**src/rtl/booth_mul_param.sv**
```systemverilog
// Sequential radix-4 Booth multiplier for signed or unsigned operands.
// One Booth digit is retired per CALC cycle. The product is only written to
// the result port when the operation completes, so partial sums never leak out.
module booth_mul_param #(
  parameter int WIDTH = 64
) (
  input  logic               clk,
  input  logic               reset,
  input  logic               op_start,
  input  logic               op_clear,
  input  logic               op_signed,
  input  logic [WIDTH-1:0]   multiplier,
  input  logic [WIDTH-1:0]   multiplicand,
  output logic               op_busy,
  output logic               op_done,
  output logic [2*WIDTH-1:0] result
);

  // Number of radix-4 digits once the multiplier is widened by two bits
  localparam int N  = WIDTH / 2 + 1;
  // Accumulator is wide enough that +/-2A at the top digit position never wraps
  localparam int AW = 2 * WIDTH + 4;
  // Latched multiplier: two extension bits, the operand, and the implicit zero
  localparam int BW = WIDTH + 3;
  localparam int CW = $clog2(N + 1);
  localparam logic [CW-1:0] LAST = CW'(N - 1);

  typedef enum logic [1:0] {
    IDLE,
    CALC,
    DONE
  } state_t;

  state_t          state;
  state_t          state_next;
  logic [AW-1:0]   a_q;
  logic [BW-1:0]   b_q;
  logic [AW-1:0]   acc_q;
  logic [AW-1:0]   acc_next;
  logic [AW-1:0]   pp;
  logic            pp_neg;
  logic [CW-1:0]   count_q;
  logic            load;
  logic            b_ext;

  // A new operation is accepted from IDLE or DONE; op_clear always wins
  assign load  = (state != CALC) && op_start && !op_clear;
  assign b_ext = op_signed & multiplier[WIDTH-1];

  assign op_busy = (state == CALC);
  assign op_done = (state == DONE);

  // State register
  always_ff @(posedge clk) begin
    if (reset) begin
      state <= IDLE;
    end else begin
      state <= state_next;
    end
  end

  // Next-state logic: clear aborts or acknowledges, start is ignored while calculating
  always_comb begin
    state_next = state;
    case (state)
      IDLE: begin
        if (load) state_next = CALC;
      end
      CALC: begin
        if (op_clear)             state_next = IDLE;
        else if (count_q == LAST) state_next = DONE;
      end
      DONE: begin
        if (op_clear)  state_next = IDLE;
        else if (load) state_next = CALC;
      end
      default: state_next = IDLE;
    endcase
  end

  // Booth digit decode of the current low triplet into a partial product.
  // Subtraction is formed as one's complement plus a carry-in of one.
  always_comb begin
    pp     = '0;
    pp_neg = 1'b0;
    case (b_q[2:0])
      3'b001, 3'b010: pp = a_q;
      3'b011:         pp = a_q << 1;
      3'b100: begin
        pp     = a_q << 1;
        pp_neg = 1'b1;
      end
      3'b101, 3'b110: begin
        pp     = a_q;
        pp_neg = 1'b1;
      end
      default: pp = '0;
    endcase
    acc_next = acc_q + (pp_neg ? ~pp : pp) + {{(AW-1){1'b0}}, pp_neg};
  end

  // Datapath: the multiplicand is pre-extended on latch (which captures the mode)
  // and shifted left two places per digit; the multiplier is shifted right so the
  // active triplet is always in the low three bits.
  always_ff @(posedge clk) begin
    if (reset) begin
      a_q     <= '0;
      b_q     <= '0;
      acc_q   <= '0;
      count_q <= '0;
      result  <= '0;
    end else if (op_clear) begin
      acc_q   <= '0;
      count_q <= '0;
      result  <= '0;
    end else if (load) begin
      a_q     <= op_signed ? {{(AW-WIDTH){multiplicand[WIDTH-1]}}, multiplicand}
                           : {{(AW-WIDTH){1'b0}}, multiplicand};
      b_q     <= {b_ext, b_ext, multiplier, 1'b0};
      acc_q   <= '0;
      count_q <= '0;
      result  <= '0;
    end else if (state == CALC) begin
      acc_q   <= acc_next;
      a_q     <= a_q << 2;
      b_q     <= b_q >> 2;
      count_q <= count_q + CW'(1);
      if (count_q == LAST) begin
        result <= acc_next[2*WIDTH-1:0];
      end
    end
  end

endmodule

```
**config.mk**
```make
export PLATFORM = sky130hd
export DESIGN_NAME = booth_mul_param
export DESIGN_NICKNAME = d
export VERILOG_FILES = /design/src/rtl/booth_mul_param.sv
export SDC_FILE = /design/constraint.sdc
export NUM_CORES = 1
export LEC_CHECK = 0
export CAP_MARGIN = 20
export CORE_UTILIZATION = 40
export DETAILED_ROUTE_END_ITERATION = 6
export PLACE_DENSITY = 0.6
export SETUP_SLACK_MARGIN = 0.4
export SYNTH_ARGS = -nofsm -noshare
export SYNTH_HDL_FRONTEND = slang
export SYNTH_SLANG_ARGS = --single-unit
```
**constraint.sdc**
```tcl
create_clock -name clk -period 15.3 [get_ports clk]
set_clock_uncertainty 0.05 [all_clocks]
set_input_delay 3.06 -clock clk [delete_from_list [all_inputs] [get_ports clk]]
set_output_delay 3.06 -clock clk [all_outputs]
set_load 0.05 [all_outputs]
```
==> metrics.md <==
| Metric | Value |
|---|---|
| DP HPWL | `70600 um` |
| Initial Util | `0.408` |
| Post-route DRC | `0` |
| Flop2flop setup slack | `roughly 8300 ps` |
| Die H | `roughly 260 um` |
| Rel. slew slack | `0.299` |
| Pre-Repair DR Iteration Count | `6` |
| Reg2reg end | `result[122]` |
| Worst slew pin tran | `1050 ps` |
| First-pass GRT wire length | `around 150000 um` |
| Unrepaired setup endpoints after global routing | `no` |
| Cts repair resizes | `0` |
| TNS Setup | `0 ps` |
| Hold Violations, Final | `0` |
| Biggest area consumer among synthesized cells | `dfxtp_1` |
| Vias per inst | `~5.8` |
| Clock-pin slew on the worst setup and hold paths | `approximately 60 ps` |
| Ys flop type | `dfxtp_1` |
| Tcrit/Tclk final | `0.459` |
| Overall Global Routing Usage | `0.266` |
| Core area | `slightly below 70000 um^2` |
| Pin count of the biggest net entering global routing | `95` |
| Synth area leaders | `dfxtp_1 33%, a21oi_1 9.1%, nand2_1 9.0%` |
| Placed insts | `around 4600` |
| Dpl cell area | `~30000 um^2` |
| Fin crit period | `~7000 ps` |
| Post-CTS Hold Fix Bufs | `0` |
| Number of setup buffers added after CTS | `0` |
| Total CTS buffers | `54` |
| Number of synthesized flops with an enable pin | `0` |
| Part of the Yosys area used for sequential elements | `0.332` |
| Mapped Nets | `~4000` |
| Slowest-stage cell, CP | `buf_4` |
| Clk_lat worst skew | `slightly above 600 ps` |
| Hold slack | `402 ps` |
| Overall routed net length | `96300 um` |
| Antenna viol nets, final | `0` |
| Critical Path RT | `roughly 16000 ps` |
| DR vias | `between 20000 and 30000` |
| Layout net count | `~4100` |
| Crit-path max FO | `62` |
| Max-cap viol count | `0` |
| Final design utilization | `0.477` |
| Final Cell Area | `32300 um^2` |
| Setup CP Type | `flop to flop` |
| # port buffers | `between 200 and 300` |
| Pleak | `11.5 nW` |
| Worst setup EP type | `flop` |
| H-tree lvl count | `2` |
| Slowest stage delay, CP | `860 ps` |
| F_max | `142 MHz` |
| RR Startpoint | `b_q[0]` |
| DRT iter0 DRCs | `between 2000 and 2500` |
| Pre-CTS WS | `about 8400 ps` |
| Die area | `about 70000 um^2` |
| Worst reg-to-reg path cell count | `19` |
| Final slew viol count | `0` |
| Max clock buf depth | `3` |
| Netlist cell types | `73` |
| Width of the die | `roughly 260 um` |
| Hold Path Stages | `2` |
| Hold EP | `result[32]` |
| Core Rows | `95` |
| Most frequent CP cell | `o21ai_1` |
| Power density cells | `a little over 90 nW/um^2` |
| Synth warn | `0` |
| Maximum vdd drop | `a little under 0.00007 V` |
| Routed wire per std cell | `just over 20 um` |
| Final Wtd Congestion | `approximately 1` |
| Io pins | `approximately 260` |
| Grt ovf | `0` |
| Post-Layout Cell Count | `4721` |
| ANT cells | `0` |
| Clock root cell | `clkbuf_16` |
| Vias in the first global route | `~25000` |
| Share of cells above drive strength 1 | `0.0405` |
| Final worst slack | `a little over 8000 ps` |
| Final Power | `roughly 3.0 mW` |
| Synthesized instance count | `3748` |
| Post-Syn Area | `27600 um^2` |
| Arr. time, crit path | `approximately 7500 ps` |
| P&R area growth vs syn | `17.1%` |
| Syn Area/Cell | `approximately 7.4 um^2` |
| Outcome | `completed` |
| #FFs+latches synth | `approximately 460` |
| Critical-path cell list | `inv_1 > ha_1 > nor3_1 > nand2b_4 > buf_4 > xor2_1 > ha_1 > nand4_1 > nor4b_1 > a211oi_1 > a211oi_1 > o21ai_1 > o31ai_2 > a31oi_1 > o21ai_1 > a21oi_1 > o21ai_1 > nor4b_1 > a311o_1` |
| Min-delay worst type | `flop to flop` |
| Setup violations, final | `0` |
| Worst hold start | `result[32]` |
| Critical Path Start Type | `flop` |
| Initial antenna violation count | `2` |
| Async set or reset register ratio after synthesis | `0` |
| Clock sink count | `around 460` |
| CTS tree | `done` |
| Yosys top cell area share | `0.332` |
sequential cells by signal, summed over array words and instances (netlist names):
register / flops
a_q: 128
acc_q: 128
result: 128
b_q: 66
count_q: 6
state: 2
metal layers:
metal | routed length [um] | GRT usage | part of all wire
met3 | 6530 | 0.0436 | 0.068
met4 | 1730 | 0.0630 | 0.018
met2 | 40400 | 0.387 | 0.42
met1 | 47600 | 0.404 | 0.49
met5 | 12 | 0 | 0.00012
area by class of cell:
cell class,instances,area (um^2)
Sequential cell,458,9170
Fill cell,6946,35400
Multi-Input combinational cell,2969,17300
Inverter,41,156
Tap cell,873,1090
Clock inverter,18,235
Clock buffer,76,1570
Timing Repair Buffer,286,2800
Yosys cell counts (all sizes together) (3+ instances only):
| master | number |
|---|---|
| o21ai | 137 |
| a31oi | 19 |
| o21a | 11 |
| or3 | 7 |
| and2 | 12 |
| a21o | 63 |
| nor4 | 71 |
| a21oi | 506 |
| xnor2 | 74 |
| a41oi | 3 |
| inv | 41 |
| nor3 | 94 |
| o221ai | 4 |
| a311o | 5 |
| a221o | 4 |
| a221oi | 9 |
| o21bai | 41 |
| nand3 | 76 |
| o31ai | 15 |
| and3 | 5 |
| clkbuf | 216 |
| nand4 | 84 |
| a311oi | 33 |
| dfxtp | 458 |
| or2 | 4 |
| buf | 64 |
| or4 | 18 |
| a22oi | 165 |
| nand2b | 8 |
| and4 | 9 |
| a21boi | 9 |
| xor2 | 173 |
| nor4b | 4 |
| a211oi | 27 |
| a211o | 3 |
| o211ai | 11 |
| nand2 | 664 |
| nor2b | 9 |
| ha | 146 |
| nor2 | 422 |
placed cells by master, fill, tap and decap left out, types with 92 or more instances in the layout:
cell,count
a21oi_1,503
nand2_1,661
dfxtp_1,458
nor2_1,418
ha_1,145
xor2_1,173
o21ai_0,125
clkdlybuf4s50_1,261
a22oi_1,165
nor3_1,92
power breakdown:
part / switching (mW) / internal [mW]
Combinational: 0.235 / 0.125
Clock: 0.542 / 0.778
Sequential: 0.0428 / 1.23
worst max-delay path by stage:
stage | startpoint | to | slack [ps] | cells past startpoint
floorplan | b_q[0] | acc_q[112] | 9930 | 21
global placement | b_q[0] | result[121] | 8320 | 19
detailed placement | b_q[0] | result[122] | 8370 | 19
CTS | b_q[0] | result[122] | 8360 | 19
global route | b_q[1] | result[122] | 7750 | 19
finish | b_q[0] | result[122] | 8280 | 19
worst max-delay path, delay by kind of cell, from the launching register on:
family,cells,cell delay (ps)
AO/OA/AOI/OAI,9,2900
buffers and inverters,2,960
flip-flops,1,380
AND/OR/NAND/NOR,5,1770
XOR/XNOR,1,180
adder cells (fa/ha/maj),2,670
cells by family after synthesis:
kind of cell	Yosys count	synth area share
buf+inv	321	0.0445
xor+xnor	247	0.0783
fa+ha+maj	147	0.0669
mux	3	0.00113
simple gates	1488	0.234
compound gates	1084	0.243
flops	458	0.332
(Power assumes the default switching activity.)
